<file path="config.mk">
export PLATFORM = sky130hd
export DESIGN_NAME = keypad_scanner
export DESIGN_NICKNAME = d
export VERILOG_FILES = /design/src/rtl/calc_pkg.sv /design/src/rtl/sync_2ff.sv /design/src/rtl/keypad_scanner.sv
export SDC_FILE = /design/constraint.sdc
export NUM_CORES = 1
export LEC_CHECK = 0
export CAP_MARGIN = 20
export CORE_MARGIN = 4
export CORE_UTILIZATION = 50
export CTS_CLUSTER_SIZE = 10
export DETAILED_ROUTE_END_ITERATION = 8
export PLACE_DENSITY = 0.73
export SLEW_MARGIN = 20
export SYNTH_ARGS = -nofsm -noshare
export SYNTH_HDL_FRONTEND = slang
export SYNTH_HIERARCHICAL = 1
export SYNTH_SLANG_ARGS = --single-unit
</file>
<file path="constraint.sdc">
create_clock -name clk -period 2 [get_ports clk]
set_input_delay 0.5 -clock clk [delete_from_list [all_inputs] [get_ports clk]]
set_output_delay 0.5 -clock clk [all_outputs]
set_load 0.005 [all_outputs]
</file>
<file path="src/rtl/calc_pkg.sv">
// Shared calculator definitions: key codes, keypad row/column map and scanner state encoding.
package calc_pkg;

   localparam logic [3:0] KEY_0    = 4'h0;
   localparam logic [3:0] KEY_1    = 4'h1;
   localparam logic [3:0] KEY_2    = 4'h2;
   localparam logic [3:0] KEY_3    = 4'h3;
   localparam logic [3:0] KEY_4    = 4'h4;
   localparam logic [3:0] KEY_5    = 4'h5;
   localparam logic [3:0] KEY_6    = 4'h6;
   localparam logic [3:0] KEY_7    = 4'h7;
   localparam logic [3:0] KEY_8    = 4'h8;
   localparam logic [3:0] KEY_9    = 4'h9;
   localparam logic [3:0] KEY_A    = 4'hA;
   localparam logic [3:0] KEY_B    = 4'hB;
   localparam logic [3:0] KEY_C    = 4'hC;
   localparam logic [3:0] KEY_D    = 4'hD;
   localparam logic [3:0] KEY_STAR = 4'hE;
   localparam logic [3:0] KEY_HASH = 4'hF;

   localparam logic [1:0] SCAN     = 2'd0;
   localparam logic [1:0] DEBOUNCE = 2'd1;
   localparam logic [1:0] PRESSED  = 2'd2;
   localparam logic [1:0] RELEASE  = 2'd3;

   // Indexed by {row, col}; element 0 (row0, col0) is the "1" key.
   localparam logic [15:0][3:0] KEY_MAP = {
      KEY_D, KEY_HASH, KEY_0, KEY_STAR,
      KEY_C, KEY_9,    KEY_8, KEY_7,
      KEY_B, KEY_6,    KEY_5, KEY_4,
      KEY_A, KEY_3,    KEY_2, KEY_1
   };

   // Returns {exactly_one_low, column_index} for an active-low column pattern.
   function automatic logic [2:0] decode_col(input logic [3:0] col);
      case (col)
         4'b1110: return 3'b100;
         4'b1101: return 3'b101;
         4'b1011: return 3'b110;
         4'b0111: return 3'b111;
         default: return 3'b000;
      endcase
   endfunction

   function automatic logic [3:0] key_lookup(input logic [1:0] row, input logic [1:0] col);
      return KEY_MAP[{row, col}];
   endfunction

endpackage

</file>
<file path="src/rtl/sync_2ff.sv">
// Two-flop synchroniser for asynchronous inputs; resets to all ones (idle pulled-up level).
module sync_2ff #(
   parameter int WIDTH = 1
) (
   input  logic             clk,
   input  logic             resetn,
   input  logic [WIDTH-1:0] d,
   output logic [WIDTH-1:0] q
);

   logic [WIDTH-1:0] meta;

   always_ff @(posedge clk or negedge resetn) begin
      if (!resetn) begin
         meta <= '1;
         q    <= '1;
      end else begin
         meta <= d;
         q    <= meta;
      end
   end

endmodule

</file>
<file path="src/rtl/keypad_scanner.sv">
// 4x4 keypad scanner: row scan, column debounce, key code with one-cycle event strobe.
module keypad_scanner
   import calc_pkg::*;
#(
   parameter int SCAN_DIV     = 40,
   parameter int DEBOUNCE_CNT = 200
) (
   input  logic       clk,
   input  logic       resetn,
   input  logic [3:0] col_in,
   output logic [3:0] row_out,
   output logic [3:0] key_code,
   output logic       key_valid,
   output logic       key_held,
   output logic [1:0] dbg_state
);

   localparam int SW = $clog2(SCAN_DIV);
   localparam int DW = $clog2(DEBOUNCE_CNT);
   localparam logic [SW-1:0] SLOT_LAST = SW'(SCAN_DIV - 1);
   localparam logic [DW-1:0] DEB_LAST  = DW'(DEBOUNCE_CNT - 1);

   logic [3:0]    col_s;
   logic [1:0]    state;
   logic [1:0]    row_idx;
   logic [SW-1:0] slot_cnt;
   logic [DW-1:0] deb_cnt;
   logic [DW-1:0] rel_cnt;
   logic [3:0]    cand_col;
   logic [1:0]    cand_idx;
   logic [2:0]    col_info;

   sync_2ff #(.WIDTH(4)) u_col_sync (
      .clk    (clk),
      .resetn (resetn),
      .d      (col_in),
      .q      (col_s)
   );

   assign col_info  = decode_col(col_s);
   assign dbg_state = state;

   always_comb begin
      row_out = ~(4'b0001 << row_idx);
   end

   always_ff @(posedge clk or negedge resetn) begin
      if (!resetn) begin
         state     <= SCAN;
         row_idx   <= 2'd0;
         slot_cnt  <= '0;
         deb_cnt   <= '0;
         rel_cnt   <= '0;
         cand_col  <= 4'hF;
         cand_idx  <= 2'd0;
         key_code  <= KEY_0;
         key_valid <= 1'b0;
         key_held  <= 1'b0;
      end else begin
         key_valid <= 1'b0;
         case (state)
            SCAN: begin
               if (slot_cnt == SLOT_LAST) begin
                  if (col_info[2]) begin
                     cand_col <= col_s;
                     cand_idx <= col_info[1:0];
                     deb_cnt  <= '0;
                     state    <= DEBOUNCE;
                  end else begin
                     row_idx  <= row_idx + 2'd1;
                     slot_cnt <= '0;
                  end
               end else begin
                  slot_cnt <= slot_cnt + 1'b1;
               end
            end
            DEBOUNCE: begin
               if (col_s == cand_col) begin
                  if (deb_cnt == DEB_LAST) begin
                     state     <= PRESSED;
                     key_valid <= 1'b1;
                     key_code  <= key_lookup(row_idx, cand_idx);
                  end else begin
                     deb_cnt <= deb_cnt + 1'b1;
                  end
               end else begin
                  state    <= SCAN;
                  row_idx  <= row_idx + 2'd1;
                  slot_cnt <= '0;
               end
            end
            PRESSED: begin
               // Extra or different columns while held are deliberately ignored.
               key_held <= 1'b1;
               if (col_s == 4'hF) begin
                  state   <= RELEASE;
                  rel_cnt <= '0;
               end
            end
            default: begin
               if (col_s == 4'hF) begin
                  if (rel_cnt == DEB_LAST) begin
                     state    <= SCAN;
                     key_held <= 1'b0;
                     row_idx  <= row_idx + 2'd1;
                     slot_cnt <= '0;
                  end else begin
                     rel_cnt <= rel_cnt + 1'b1;
                  end
               end else begin
                  state <= PRESSED;
               end
            end
         endcase
      end
   end

endmodule
</file>
==> summary.txt <==
CP Data Required Time: 2180 ps
Crit. End Element: flop
root buf cell: clkbuf_8
pin count of the biggest net entering global routing: 47
port bufs: 17
FILL cells: 421
Starting DRT DRC Count: 102
die height: 80.6 um
DRC errors left: 0
Overall Power: 3.34 mW
setup ws final: 7.49 ps
Via Count: 2206
area of the die: 6500 um2
Avg Vias per Cell: 5.53
vias in the first global route: 2056
Slew Limit Headroom: 61.6%
total clock sinks: 46
DP Wirelength: 3.89 mm
Critical path origin: u_col_sync/q[3]
status: finished clean
Max Cap Viol: 0
Die W: 80.6 um
initial antenna violation count: 0
FF+latch area: 1170 um2
Avg WL per Cell: 14.0 um
final hold vios: 0
Hold-fix buffers, CTS: 0
Top cell by count, worst path: or3_1
Synth Instances: 276
ranking of synthesized cells by area: dfrtp_1 (32%), dfstp_2 (12%), ha_1 (7.6%)
placed cell area: 3070 um2
Multi-input gate area: 1430 um2
commonest cells after routing, fill and taps aside: buf_4 (40), nand2_1 (38), dfrtp_1 (33)
CP max stage delay: 620 ps
#FFs+latches synth: 46
CP max FO: 7
Final Instance Area: 3300 um2
HP Class: in -> async
Core ar.: 5110 um2
Lkg Pwr: 1.46 nW
final worst-path cycle share: 99.6%
TritonCTS clock tree: done
unrepaired setup endpoints after global routing: yes
Fmax achieved: 502 MHz
post-synthesis cell area: 2640 um2
Slew Limit Fails: 0
Final ANT Viol Nets: 0
Unique masters post-synth: 56
most common cell after layout, fill and taps aside: buf_4
yosys warns: 6
critical path arrival: 2170 ps
fin crit period: 1990 ps
drt first pass iters: 4
first-pass GRT wire length: 9.27 mm
Critical Path Source Type: flop
worst skew pair latency: 300 ps
post-synthesis sequential area ratio: 44.2%
n_diodes: 0
Post-Syn Area per Cell: 9.56 um2
final setup violation count: 0
R2R Path Start: u_col_sync/q[3]
most frequently used flop master after synthesis: dfrtp_1
post-synthesis async set-or-reset flop share: 100%
Pwr Density: 1010 nW/um2
grt ovf: 0
Syn Nets: 298
H-tree Lvls: 2
Longest Clk Path Bufs: 2
GPL Wtd Cong: 0.854
Syn-to-layout area delta: 25.0%
Post-synth EDFFs: 0
slowest CP cell: dfstp_2
post-synth top area share: 32.3%
layout cell share with drive strength beyond 1: 28.0%
largest area contributor in the netlist: dfrtp_1
clk slew on worst S/H paths: 90 ps
Worst Skew: 2.54 ps
Setup Crit Path Kind: reg -> reg
DP Worst Slack: -42.4 ps
Site Rows: 26
crit path cell chain: xnor2_1, o211a_1, or3_1, and3_1, or3_1
Post-layout nets: 350
CTS Buf Count: 5
IO Count: 18
GRT Total Usage: 18.2%
DRT Wirelength: 5.60 mm
peak supply drop: 0.613 mV
actual slew at the worst max-slew pin: 575 ps
Initial Util: 51.6%
-- Yosys cell counts (4+ instances only) --
cell and instances:
nor2_1 15, o21ai_0 19, a21oi_1 15, nand3_1 10
nand4_1 5, clkbuf_1 8, mux2i_1 4, mux2_2 8
nor3_1 6, xor2_1 4, nand2_1 38, and3_1 4
dfrtp_1 34, ha_1 16, dfstp_2 12, inv_1 13
-- metal layers --
layer / vias to the layer above / GRT usage, % / wire length [um] / part of all wire (%)
li1: 1086 / - / - / -
met1: 1080 / 23.3 / 2580 / 46
met2: 33 / 30.9 / 2780 / 50
met3: 7 / 3.59 / 144 / 2.6
met4: 0 / 5.74 / 84 / 1.5
met5: - / 0 / 0 / 0
-- path summary, 6_finish.rpt --
kind,endpoint,cells after the start,slack (ps)
setup / recovery,deb_cnt[7],5,7
setup reg to reg,deb_cnt[7],5,7
hold / removal,key_code[1],2,270
min in group clk,u_col_sync/q[1],0,360
max in group asynchronous,row_idx[0],2,1310
hold reg to reg,u_col_sync/q[1],0,360
-- through the flow --
stage | hold WS (ps) | cells | TNS (ps) | util, %
floorplan | 204 | 276 | 0 | -
global placement | 345 | 382 | 0 | 60.1
detailed placement | 348 | 382 | -55.2 | 60.1
CTS | 291 | 394 | 0 | 62.8
global route | 315 | 399 | -444 | 64.6
finish | 269 | 399 | 0 | 64.6
-- where the power goes --
group	leakage, nW	internal, mW	switching, mW	total, mW
clock	0.0491	0.253	0.331	0.584
sequential	0.585	1.07	0.116	1.18
combinational	0.830	0.788	0.779	1.57
-- layout make-up --
type / instances / area share, %
Multi-Input combinational cell: 204 / 43.2
Clock buffer: 5 / 2.09
Sequential cell: 46 / 35.4
Inverter: 13 / 1.48
Clock inverter: 3 / 0.721
Timing Repair Buffer: 58 / 14.4
Tap cell: 70 / 2.66
-- repair_timing --
item	4_1_cts	5_1_grt
resized for setup	9	14
pin swaps	5	3
cloned	0	0
endpoints found under the setup margin	7	14
setup buffers	4	5
-- critical path, delay by kind of cell (launching register included) --
family | cells | cell delay, ps
flip-flops | 1 | 620
XOR/XNOR | 1 | 120
AO/OA/AOI/OAI | 1 | 270
AND/OR/NAND/NOR | 3 | 860
-- flip-flops by register name (all words and copies together) (netlist names), 4 cells and up --
| register | count |
|---|---|
| deb_cnt | 8 |
| key_code | 4 |
| cand_col | 4 |
| slot_cnt | 6 |
| u_col_sync/q | 4 |
| rel_cnt | 8 |
| u_col_sync/meta | 4 |
-- cells by family after synthesis --
kind of cell / after synthesis / share of synthesized area [%]
and+or+nand+nor: 105 / 21.1
AOI/OAI and AO/OA: 65 / 16.1
DFF: 46 / 44.2
buffers and inverters: 26 / 4.13
adders and majority gates: 16 / 7.59
muxes: 12 / 4.93
xor gates and xnor gates: 6 / 1.99
(Power assumes the default switching activity.)
